**src/rtl/xbar_req_arbiter.sv**
```systemverilog
// ---------------------------------------------------------------------------
// xbar_req_arbiter
//   N-channel request crossbar front end. Each channel has a one-entry input
//   buffer; a round-robin arbiter forwards one request per cycle into a
//   registered output stage that feeds the HTU and, for writes, the write
//   buffer. Writes are given a write-buffer ID from an internal free list.
//
// Ports
//   clk_i / rst_i                 clock, synchronous active-low reset
//   ch_req_valid_i / allowIn_o    per-channel request handshake
//   ch_req_op_i                   per-channel op (0 rd, 1 wr, 2 flush, else illegal)
//   ch_req_addr_i / data_i        per-channel address [31:4] and write data
//   xbar_htu_*                    HTU request (valid/ready, ch, opcode, addr, set, id)
//   xbar_wbuf_req_*               write-data request (valid/ready, ch, data, id)
//   wbuf_free_valid_i / id_i      write-buffer ID release
//   wbuf_free_cnt_o               number of free IDs
//   err_o                         sticky: illegal op accepted or double free
// ---------------------------------------------------------------------------
module xbar_req_arbiter #(
  parameter int unsigned CH_NUM    = 3,
  parameter int unsigned CH_ID_W   = 2,
  parameter int unsigned ADDR_W    = 28,
  parameter int unsigned DATA_W    = 128,
  parameter int unsigned SET_W     = 3,
  parameter int unsigned WBUF_NUM  = 256,
  parameter int unsigned WBUF_ID_W = 8
) (
  input  logic                       clk_i,
  input  logic                       rst_i,
  input  logic [CH_NUM-1:0]          ch_req_valid_i,
  output logic [CH_NUM-1:0]          ch_req_allowIn_o,
  input  logic [3*CH_NUM-1:0]        ch_req_op_i,
  input  logic [ADDR_W*CH_NUM-1:0]   ch_req_addr_i,
  input  logic [DATA_W*CH_NUM-1:0]   ch_req_data_i,
  output logic                       xbar_htu_valid_o,
  input  logic                       xbar_htu_ready_i,
  output logic [CH_ID_W-1:0]         xbar_htu_ch_id_o,
  output logic [1:0]                 xbar_htu_opcode_o,
  output logic [31:0]                xbar_htu_addr_o,
  output logic [SET_W-1:0]           xbar_htu_set_o,
  output logic [WBUF_ID_W-1:0]       xbar_htu_wbuffer_id_o,
  output logic                       xbar_wbuf_req_valid_o,
  input  logic                       xbar_wbuf_req_ready_i,
  output logic [CH_ID_W-1:0]         xbar_wbuf_req_ch_id_o,
  output logic [DATA_W-1:0]          xbar_wbuf_req_data_o,
  output logic [WBUF_ID_W-1:0]       xbar_wbuf_req_wbuffer_id_o,
  input  logic                       wbuf_free_valid_i,
  input  logic [WBUF_ID_W-1:0]       wbuf_free_id_i,
  output logic [WBUF_ID_W:0]         wbuf_free_cnt_o,
  output logic                       err_o
);

  typedef enum logic [1:0] {
    OP_READ  = 2'b00,
    OP_WRITE = 2'b01,
    OP_FLUSH = 2'b10
  } op_e;

  localparam logic [WBUF_ID_W:0] CNT_ONE   = 1;
  localparam logic [WBUF_ID_W:0] CNT_RESET = WBUF_NUM;

  // input buffers
  logic [CH_NUM-1:0] buf_v_q, buf_v_d;
  op_e               buf_op_q   [CH_NUM];
  op_e               buf_op_d   [CH_NUM];
  logic [ADDR_W-1:0] buf_addr_q [CH_NUM];
  logic [ADDR_W-1:0] buf_addr_d [CH_NUM];
  logic [DATA_W-1:0] buf_data_q [CH_NUM];
  logic [DATA_W-1:0] buf_data_d [CH_NUM];

  // arbitration / free list
  logic [CH_ID_W-1:0]   last_q, last_d;
  logic [WBUF_NUM-1:0]  free_map_q, free_map_d;
  logic [WBUF_ID_W:0]   free_cnt_q, free_cnt_d;
  logic                 err_q, err_d;

  // output stage
  logic                 htu_v_q, htu_v_d;
  logic [CH_ID_W-1:0]   htu_ch_q, htu_ch_d;
  op_e                  htu_op_q, htu_op_d;
  logic [ADDR_W-1:0]    htu_addr_q, htu_addr_d;
  logic [WBUF_ID_W-1:0] htu_wid_q, htu_wid_d;
  logic                 wbuf_v_q, wbuf_v_d;
  logic [CH_ID_W-1:0]   wbuf_ch_q, wbuf_ch_d;
  logic [DATA_W-1:0]    wbuf_data_q, wbuf_data_d;
  logic [WBUF_ID_W-1:0] wbuf_wid_q, wbuf_wid_d;

  // combinational helpers
  logic                 stage_done;
  logic [CH_NUM-1:0]    eligible;
  logic [CH_NUM-1:0]    grant;
  logic                 grant_vld;
  logic [CH_ID_W-1:0]   grant_idx;
  logic                 grant_wr;
  logic [WBUF_ID_W-1:0] alloc_id;
  logic [CH_NUM-1:0]    allow;
  logic                 illegal_acc;
  logic [2:0]           req_op;
  logic                 free_ok;
  logic                 double_free;

  // The stage may take a new request when each side is empty or handshaking now.
  always_comb begin
    stage_done = (~htu_v_q | xbar_htu_ready_i) & (~wbuf_v_q | xbar_wbuf_req_ready_i);
    for (int unsigned i = 0; i < CH_NUM; i++) begin
      eligible[i] = buf_v_q[i] & ((buf_op_q[i] != OP_WRITE) | (free_cnt_q != '0));
    end
  end

  // Round-robin: scan from the channel after the last winner.
  always_comb begin
    int unsigned idx;
    idx       = 0;
    grant     = '0;
    grant_vld = 1'b0;
    grant_idx = '0;
    if (stage_done) begin
      for (int unsigned k = 1; k <= CH_NUM; k++) begin
        idx = (32'(last_q) + k) % CH_NUM;
        if (!grant_vld && eligible[idx]) begin
          grant_vld  = 1'b1;
          grant_idx  = CH_ID_W'(idx);
          grant[idx] = 1'b1;
        end
      end
    end
    grant_wr = grant_vld & (buf_op_q[grant_idx] == OP_WRITE);
    last_d   = grant_vld ? grant_idx : last_q;
  end

  // Lowest-index free write-buffer ID.
  always_comb begin
    logic found;
    found    = 1'b0;
    alloc_id = '0;
    for (int unsigned b = 0; b < WBUF_NUM; b++) begin
      if (!found && free_map_q[b]) begin
        alloc_id = WBUF_ID_W'(b);
        found    = 1'b1;
      end
    end
  end

  // Input buffers; a granted entry can be refilled in the same cycle.
  always_comb begin
    illegal_acc = 1'b0;
    req_op      = '0;
    for (int unsigned i = 0; i < CH_NUM; i++) begin
      allow[i]      = rst_i & (~buf_v_q[i] | grant[i]);
      buf_v_d[i]    = buf_v_q[i] & ~grant[i];
      buf_op_d[i]   = buf_op_q[i];
      buf_addr_d[i] = buf_addr_q[i];
      buf_data_d[i] = buf_data_q[i];
      req_op        = ch_req_op_i[3*i +: 3];
      if (ch_req_valid_i[i] && allow[i]) begin
        if (req_op <= 3'd2) begin
          buf_v_d[i]    = 1'b1;
          buf_op_d[i]   = op_e'(req_op[1:0]);
          buf_addr_d[i] = ch_req_addr_i[ADDR_W*i +: ADDR_W];
          buf_data_d[i] = ch_req_data_i[DATA_W*i +: DATA_W];
        end else begin
          illegal_acc = 1'b1;
        end
      end
    end
  end

  // Free list bitmap, counter and sticky error.
  always_comb begin
    double_free = wbuf_free_valid_i & free_map_q[wbuf_free_id_i];
    free_ok     = wbuf_free_valid_i & ~free_map_q[wbuf_free_id_i];
    free_map_d  = free_map_q;
    if (grant_wr) free_map_d[alloc_id] = 1'b0;
    if (free_ok)  free_map_d[wbuf_free_id_i] = 1'b1;
    free_cnt_d = free_cnt_q;
    if (grant_wr && !free_ok) begin
      free_cnt_d = free_cnt_q - CNT_ONE;
    end else if (free_ok && !grant_wr) begin
      free_cnt_d = free_cnt_q + CNT_ONE;
    end
    err_d = err_q | illegal_acc | double_free;
  end

  // Output stage: each valid retires on its own handshake; a grant reloads.
  always_comb begin
    htu_v_d     = htu_v_q & ~xbar_htu_ready_i;
    htu_ch_d    = htu_ch_q;
    htu_op_d    = htu_op_q;
    htu_addr_d  = htu_addr_q;
    htu_wid_d   = htu_wid_q;
    wbuf_v_d    = wbuf_v_q & ~xbar_wbuf_req_ready_i;
    wbuf_ch_d   = wbuf_ch_q;
    wbuf_data_d = wbuf_data_q;
    wbuf_wid_d  = wbuf_wid_q;
    if (grant_vld) begin
      htu_v_d    = 1'b1;
      htu_ch_d   = grant_idx;
      htu_op_d   = buf_op_q[grant_idx];
      htu_addr_d = buf_addr_q[grant_idx];
      htu_wid_d  = grant_wr ? alloc_id : '0;
      if (grant_wr) begin
        wbuf_v_d    = 1'b1;
        wbuf_ch_d   = grant_idx;
        wbuf_data_d = buf_data_q[grant_idx];
        wbuf_wid_d  = alloc_id;
      end
    end
  end

  always_ff @(posedge clk_i) begin
    if (!rst_i) begin
      buf_v_q     <= '0;
      for (int unsigned i = 0; i < CH_NUM; i++) begin
        buf_op_q[i]   <= OP_READ;
        buf_addr_q[i] <= '0;
        buf_data_q[i] <= '0;
      end
      last_q      <= CH_ID_W'(CH_NUM - 1);
      free_map_q  <= '1;
      free_cnt_q  <= CNT_RESET;
      err_q       <= 1'b0;
      htu_v_q     <= 1'b0;
      htu_ch_q    <= '0;
      htu_op_q    <= OP_READ;
      htu_addr_q  <= '0;
      htu_wid_q   <= '0;
      wbuf_v_q    <= 1'b0;
      wbuf_ch_q   <= '0;
      wbuf_data_q <= '0;
      wbuf_wid_q  <= '0;
    end else begin
      buf_v_q     <= buf_v_d;
      buf_op_q    <= buf_op_d;
      buf_addr_q  <= buf_addr_d;
      buf_data_q  <= buf_data_d;
      last_q      <= last_d;
      free_map_q  <= free_map_d;
      free_cnt_q  <= free_cnt_d;
      err_q       <= err_d;
      htu_v_q     <= htu_v_d;
      htu_ch_q    <= htu_ch_d;
      htu_op_q    <= htu_op_d;
      htu_addr_q  <= htu_addr_d;
      htu_wid_q   <= htu_wid_d;
      wbuf_v_q    <= wbuf_v_d;
      wbuf_ch_q   <= wbuf_ch_d;
      wbuf_data_q <= wbuf_data_d;
      wbuf_wid_q  <= wbuf_wid_d;
    end
  end

  assign ch_req_allowIn_o           = allow;
  assign xbar_htu_valid_o           = htu_v_q;
  assign xbar_htu_ch_id_o           = htu_ch_q;
  assign xbar_htu_opcode_o          = htu_op_q;
  assign xbar_htu_addr_o            = 32'({htu_addr_q, 4'b0000});
  assign xbar_htu_set_o             = htu_addr_q[SET_W-1:0];
  assign xbar_htu_wbuffer_id_o      = htu_wid_q;
  assign xbar_wbuf_req_valid_o      = wbuf_v_q;
  assign xbar_wbuf_req_ch_id_o      = wbuf_ch_q;
  assign xbar_wbuf_req_data_o       = wbuf_data_q;
  assign xbar_wbuf_req_wbuffer_id_o = wbuf_wid_q;
  assign wbuf_free_cnt_o            = free_cnt_q;
  assign err_o                      = err_q;

endmodule

```
**config.mk**
```make
export PLATFORM = sky130hd
export DESIGN_NAME = xbar_req_arbiter
export DESIGN_NICKNAME = d
export VERILOG_FILES = /design/src/rtl/xbar_req_arbiter.sv
export SDC_FILE = /design/constraint.sdc
export NUM_CORES = 2
export LEC_CHECK = 0
export ABC_CLOCK_PERIOD_IN_PS = 8300
export CORE_MARGIN = 3
export CORE_UTILIZATION = 30
export CTS_CLUSTER_SIZE = 40
export DETAILED_ROUTE_END_ITERATION = 6
export GPL_TIMING_DRIVEN = 0
export PLACE_DENSITY_LB_ADDON = 0.3
export SYNTH_ARGS = -nofsm -noshare
export SYNTH_HDL_FRONTEND = slang
export SYNTH_SLANG_ARGS = --single-unit
```
**constraint.sdc**
```tcl
create_clock -name clk_i -period 8.3 [get_ports clk_i]
set_input_delay 0.83 -clock clk_i [delete_from_list [all_inputs] [get_ports clk_i]]
set_output_delay 0.83 -clock clk_i [all_outputs]
set_load 0.01 [all_outputs]
```
==> Yosys cells after proc, flatten, opt, wreduce, memory -nomap -nowiden <==
Index checks and enable logic that the tools add are counted.
{ "word_totals": {"in_bits": 493, "reg_bits": 925, "output_inout_bits": 200} }
{ "op_classes": {"div_mod_pow": 3, "muxes": 573, "n_eq_ne": 4, "reduce_logical": 532, "addsub": 5, "bitwise_logic": 42, "magnitude_cmp": 14} }
{ "op_table": {"columns": ["operator", "count"], "rows": [
  ["8-bit two-way mux", 255],
  ["256-bit two-way mux", 2],
  ["1-bit two-way mux", 286],
  ["1-bit logical AND", 267],
  ["1-bit zero test", 259],
  ["256-bit AND", 1],
  ["128-bit binary-select mux with 2-bit select", 1],
  ["128-bit two-way mux", 2],
  ["256-bit NOT", 1],
  ["256-bit bitwise OR", 1],
  ["32-bit by 1-bit >= comparator with 1-bit output (second input constant)", 3],
  ["32-bit by 3-bit less-than comparator with 1-bit output (second input constant)", 3],
  ["32-bit by 2-bit remainder unit with 32-bit output (second input constant)", 3],
  ["28-bit binary-select mux with 2-bit select", 1],
  ["28-bit two-way mux", 2],
  ["8-bit by 9-bit less-than comparator with 1-bit output (second input constant)", 2],
  ["3-bit two-way mux", 6],
  ["9-bit two-way mux", 2],
  ["1-bit demux with 8-bit select", 2],
  ["8-bit by 1-bit >= comparator with 1-bit output (second input constant)", 2],
  ["1-bit AND", 15],
  ["2-bit two-way mux", 6],
  ["1-bit NOT", 11],
  ["1-bit bitwise OR", 10],
  ["17 further kinds", 30]
]} }

==> Depth between registers and ports, before layout <==
{ "logic_depth": {"ltp_word": 775, "mapped_depth": 27} }

==> Worst setup path after synthesis <==
Ideal clock, no wire load.
{ "synth_timing": {"path_type": "in2reg", "start": "input wbuf_free_id_i[0]", "end": "register free_cnt_q[8] (netlist: wbuf_free_cnt_o[8])", "path_stages": 23, "required_ns": 8.237, "path_slack_ns": 2.307, "arrival_time_ns": 5.931, "cell_sequence": "clkbuf_1 > buf_1 > buf_1 > mux4_2 > mux4_2 > mux2i_1 > nor2_1 > nand2_1 > o21ai_0 > a21boi_0 > nand2_1 > ha_1 > ha_1 > nor2b_1 > o21ai_0 > nand2b_1 > a21oi_1 > o21bai_1 > a21o_1 > a21oi_1 > xnor2_1 > or3_1 > nand3_1"} }
{ "synth_between": {"elab_chain_cells": 7} }
{ "synth_lines": {"columns": ["element", "line", "source"], "rows": [
  ["start: declaration", "48", "input logic [WBUF_ID_W-1:0] wbuf_free_id_i,"],
  ["1-bit binary-select mux with 8-bit select (*)", "171", "free_ok = wbuf_free_valid_i & ~free_map_q[wbuf_free_id_i];"],
  ["1-bit two-way mux (not written as such) (*)", "171", null],
  ["1-bit NOT (*)", "171", null],
  ["1-bit AND (*)", "171", null],
  ["1-bit zero test", "176", "if (grant_wr && !free_ok) begin"],
  ["1-bit logical AND", "176", null],
  ["9-bit two-way mux or 2-bit nonzero test (tied branches)", null, null],
  ["end signal: assignment", "238", "free_cnt_q <= free_cnt_d;"],
  ["end: declaration", "74", "logic [WBUF_ID_W:0] free_cnt_q, free_cnt_d;"]
]} }
Mark *: on every way between the ends. The rest lies on a longest branch, timed or not. The select of a mux whose other input is x is not followed.
A chain may end at the register's enable or synchronous reset.

==> Final worst setup path <==
{ "layout_timing": {"start": "register free_map_q[126]", "end": "register free_map_q[91]"} }
{ "layout_between": {"elab_chain_cells": 398} }
{ "layout_lines": {"columns": ["element", "line", "source"], "rows": [
  ["start: declaration", "73", "logic [WBUF_NUM-1:0] free_map_q, free_map_d;"],
  ["start signal: assignment", "237", "free_map_q <= free_map_d;"],
  ["1-bit logical AND", "137", "if (!found && free_map_q[b]) begin"],
  ["1-bit two-way mux", "137", null],
  ["1-bit zero test", "137", null],
  ["1-bit logical AND", "137", null],
  ["1-bit two-way mux", "137", null],
  ["1-bit zero test", "137", null],
  ["1-bit logical AND", "137", null],
  ["1-bit two-way mux", "137", null],
  ["[382 not listed]", null, null],
  ["1-bit logical AND (not written as such)", "173", "if (grant_wr) free_map_d[alloc_id] = 1'b0;"],
  ["1-bit two-way mux (not written as such)", "173", null],
  ["1-bit demux with 8-bit select", "173", null],
  ["256-bit NOT (no source line)", null, null],
  ["256-bit AND (no source line)", null, null],
  ["256-bit two-way mux", "173", null],
  ["256-bit bitwise OR (no source line)", null, null],
  ["256-bit two-way mux (*)", "174", "if (free_ok) free_map_d[wbuf_free_id_i] = 1'b1;"]
]} }
Marks and branches as above.

==> impl_metrics.ini <==
[placement]
dp_hpwl_um = 232900
placed_cells = 8526
post_dp_cell_area_um2 = 56240
place.gp.congestion = 1.068
io_buffers = 684
pre_cts_slack_ns = -1.212

[yosys]
synthCells = 5782
synth_top_family_by_area = simple AND/OR/NAND/NOR gates
yosysSeqAreaShare_pct = 39.66
avgSynthCellArea_um2 = 8.067
synth_mux_area_share_pct = 7.317
ys_warn_count = 0
yosysUniqueCellTypes = 98
synth-seq-cells = 924
yosys_most_used_dff = dfxtp_1
syn_area_um2 = 46650
synth_edf_count = 0
async_flop_share_pct = 0
synthXorXnorAreaFrac_pct = 0.1502
synth-adder-area-share_pct = 0.3863
synth-simple-area-share_pct = 25.94
synth_compound_area_share_pct = 22.34

[final_layout]
layout_common_cells = nand2_1, dfxtp_1, clkdlybuf4s50_1, o21ai_0, clkbuf_1
syn2layout_area_growth_pct = 28.95
multiInputGateArea_um2 = 26300
stdcell_area_um2 = 60150
fill_cells = 16120
nets = 7097
fin_cells = 8779
drive_gt1_share_pct = 6.112
final_common_cell = nand2_1
final_util_pct = 39.00
regArea_um2 = 18500

[sta]
maxSlewHeadroom_pct = 1.762
fin_crit_sh_pct = 100.4
finalSetupTns_ns = -0.03689
setup_violations = 2
maxSlewViolCount = 0
finalHoldViolCount = 0
period_minus_slack_ns = 8.337
worst_hold_slack_ns = 0.4553
final.setup_skew_ns = 0.08893
rsz0062_at_grt = no
max_freq_mhz = 119.9
fin_ws_ns = -0.03688
tightest_slew_ns = 1.462

[global_route]
grt_overflow = 0
antenna_found_initial = 88
grt_pass1_vias = 48579
grt_max_degree = 17
grt_use_total_pct = 33.68
grt_first_pass_wirelength_um = 384700

[worst_setup_path]
r2r_end = free_map_q[91]$_SDFF_PN1_
worstRegToRegCells = 14
rr_startpoint = free_map_q[126]$_SDFF_PN1_
startpoint_type = register
crit_path_max_fanout = 10
worstPathRequired_ns = 8.87
r2r_slack_ns = -0.04
cp-end-kind = register
critical_path_class = register to register
arrival_ns = 8.91

[flow_run]
cap_viol_max_count = 2

[power_and_ir_drop]
internal_power_mw = 7.940
p_per_area_nw_per_um2 = 177.4
power.leakage_nw = 18.74
swShare_pct = 25.58
p_sw_mw = 2.730
power_frac_comb_pct = 9.3
p_seq_share_pct = 43.3
ir_drop_uv = 183.2
power_mw = 10.67
p_clk_share_pct = 47.4

[cts]
tritoncts = built
cts_root_buf = clkbuf_16
cts_sinks = 924
hold_buffers = 0
clockBufferDepth = 3
worst_skew_pair.late_latency_ns = 0.79
clk_pin_slew_ns = 0.06
h-tree-depth = 3
cts_buffers = 104

[drt]
vias = 51423
detail_route.wl_per_cell_um = 32.21
ant_nets = 0
drtIter0Drc = 6228
remaining_drc_errors = 0
dr.pass1.iters = 6
avgViaCountPerCell = 5.858
postRouteWirelength_um = 282700

[min_path]
hold_class = register to register
min_delay_path_depth = 2
holdPathEnd = buf_data_q[257]$_SDFFE_PN0P_
min_from = buf_data_q[257]$_SDFFE_PN0P_

[die]
dieArea_um2 = 160300
start_util_pct = 30.24
die_w_um = 400.3
row_count = 144
die_h_um = 400.3
coreArea_um2 = 154200
io_pins = 693

[outcome]
violations = capacitance limit, setup timing
status = finished, violations left
state kept, by name, summed over array words and instances (netlist names):
register,flops
buf_v_q,3
buf_data_q,384
xbar_wbuf_req_data_o,128
wbuf_free_cnt_o,9
xbar_wbuf_req_wbuffer_id_o,8
err_o,1
htu_addr_q,28
free_map_q,256
xbar_htu_ch_id_o,1
xbar_htu_valid_o,1
last_q,2
xbar_wbuf_req_ch_id_o,2
xbar_wbuf_req_valid_o,1
buf_op_q,6
buf_addr_q,84
xbar_htu_opcode_o,2
xbar_htu_wbuffer_id_o,8
synthesized netlist by cell type (16+ instances only):
| library cell | number | area (um2) |
|---|---|---|
| a2111oi_0 | 16 | 140.1 |
| a211oi_1 | 166 | 1246 |
| a21boi_0 | 170 | 1276 |
| a21oi_1 | 215 | 1076 |
| a31oi_1 | 16 | 100.1 |
| and2_1 | 32 | 200.2 |
| and3_1 | 32 | 200.2 |
| buf_1 | 36 | 135.1 |
| buf_2 | 33 | 165.2 |
| clkbuf_1 | 377 | 1415 |
| dfxtp_1 | 924 | 18500 |
| inv_1 | 41 | 153.9 |
| mux2i_1 | 161 | 1612 |
| mux4_2 | 80 | 1802 |
| nand2_1 | 1180 | 4429 |
| nand2b_1 | 25 | 156.4 |
| nand3_1 | 81 | 405.4 |
| nand4_1 | 104 | 650.6 |
| nand4b_1 | 20 | 175.2 |
| nor2_1 | 356 | 1336 |
| nor2b_1 | 193 | 1207 |
| nor3_1 | 132 | 660.6 |
| nor4_1 | 144 | 900.9 |
| nor4_2 | 23 | 287.8 |
| o211ai_1 | 257 | 1929 |
| o21ai_0 | 472 | 2362 |
| o21ai_1 | 28 | 140.1 |
| o221ai_1 | 16 | 140.1 |
| o31ai_1 | 112 | 840.8 |
| or2_2 | 18 | 112.6 |
| or3_1 | 31 | 193.9 |
| or4_1 | 38 | 285.3 |
worst max path at each step:
stage	start	endpoint	slack, ns	cells past startpoint
floorplan	wbuf_free_id_i[0]	wbuf_free_cnt_o[8]$_SDFFE_PN1P_	2.31	23
detailed placement	wbuf_free_cnt_o[3]$_SDFFE_PN0P_	wbuf_free_cnt_o[8]$_SDFFE_PN1P_	-1.21	25
CTS	wbuf_free_cnt_o[4]$_SDFFE_PN0P_	wbuf_free_cnt_o[8]$_SDFFE_PN1P_	0.07	25
global placement	wbuf_free_cnt_o[3]$_SDFFE_PN0P_	wbuf_free_cnt_o[8]$_SDFFE_PN1P_	-1.21	25
finish	free_map_q[126]$_SDFF_PN1_	free_map_q[91]$_SDFF_PN1_	-0.04	14
global route	wbuf_free_cnt_o[4]$_SDFFE_PN0P_	wbuf_free_cnt_o[8]$_SDFFE_PN1P_	0.13	26
worst max-delay path: stages (launching register included):
cell      delay, ns
dfxtp_1        0.47
nor4_1         1.01
nand4_1        0.92
nor3_2         1.02
nand3_1        0.35
buf_1          0.48
nor4_2         0.92
nor4_1         0.26
and3_1         0.33
and4_1         0.36
a21oi_4        0.49
nand4_1        0.55
clkbuf_1       0.55
o21ai_0        0.32
o211ai_1       0.13
cell families (layout without fill, tap and decap cells):
group	after synthesis	count (layout)
adder cells (fa/ha/maj)	14	14
XOR/XNOR	8	8
other	1	64
multiplexers	241	241
AO/OA/AOI/OAI	1598	1598
buffers and inverters	498	1388
AND/OR/NAND/NOR	2498	2498
flip-flops	924	924
layout make-up:
type,count,share of cell area (%)
multi-input combinational,4363,43.73
sequential,924,30.75
timing repair buffer,700,11.58
clock buffer,150,4.997
tap,2044,4.252
buffer,457,3.010
clock inverter,40,1.173
inverter,41,0.2621
antenna,60,0.2496
metal layers:
metal / up-vias / track usage, % / part of all wire (%)
met5: - / 0 / 0.12
met4: 52 / 22.54 / 7.9
met3: 746 / 8.008 / 9.5
met2: 2879 / 53.19 / 44
met1: 24962 / 40.76 / 38
li1: 22784 / - / -
power by group through the flow:
stage / Sequential (mW) / Clock (mW) / Combinational (mW)
3_3_place_gp: 4.71 / 0 / 0.974
4_1_cts: 4.62 / 5.10 / 0.984
2_1_floorplan: 4.70 / 0 / 0.441
6_report: 4.62 / 5.06 / 0.991
3_5_place_dp: 4.72 / 0 / 0.980
5_1_grt: 4.63 / 5.28 / 1.06
timing repair:
| item | in CTS | in global routing |
|---|---|---|
| gates resized for setup | 3 | 1 |
| buffers inserted | 0 | 2 |
| setup endpoints to repair | 8 | 2 |
Power figures use the tool's default switching activity.
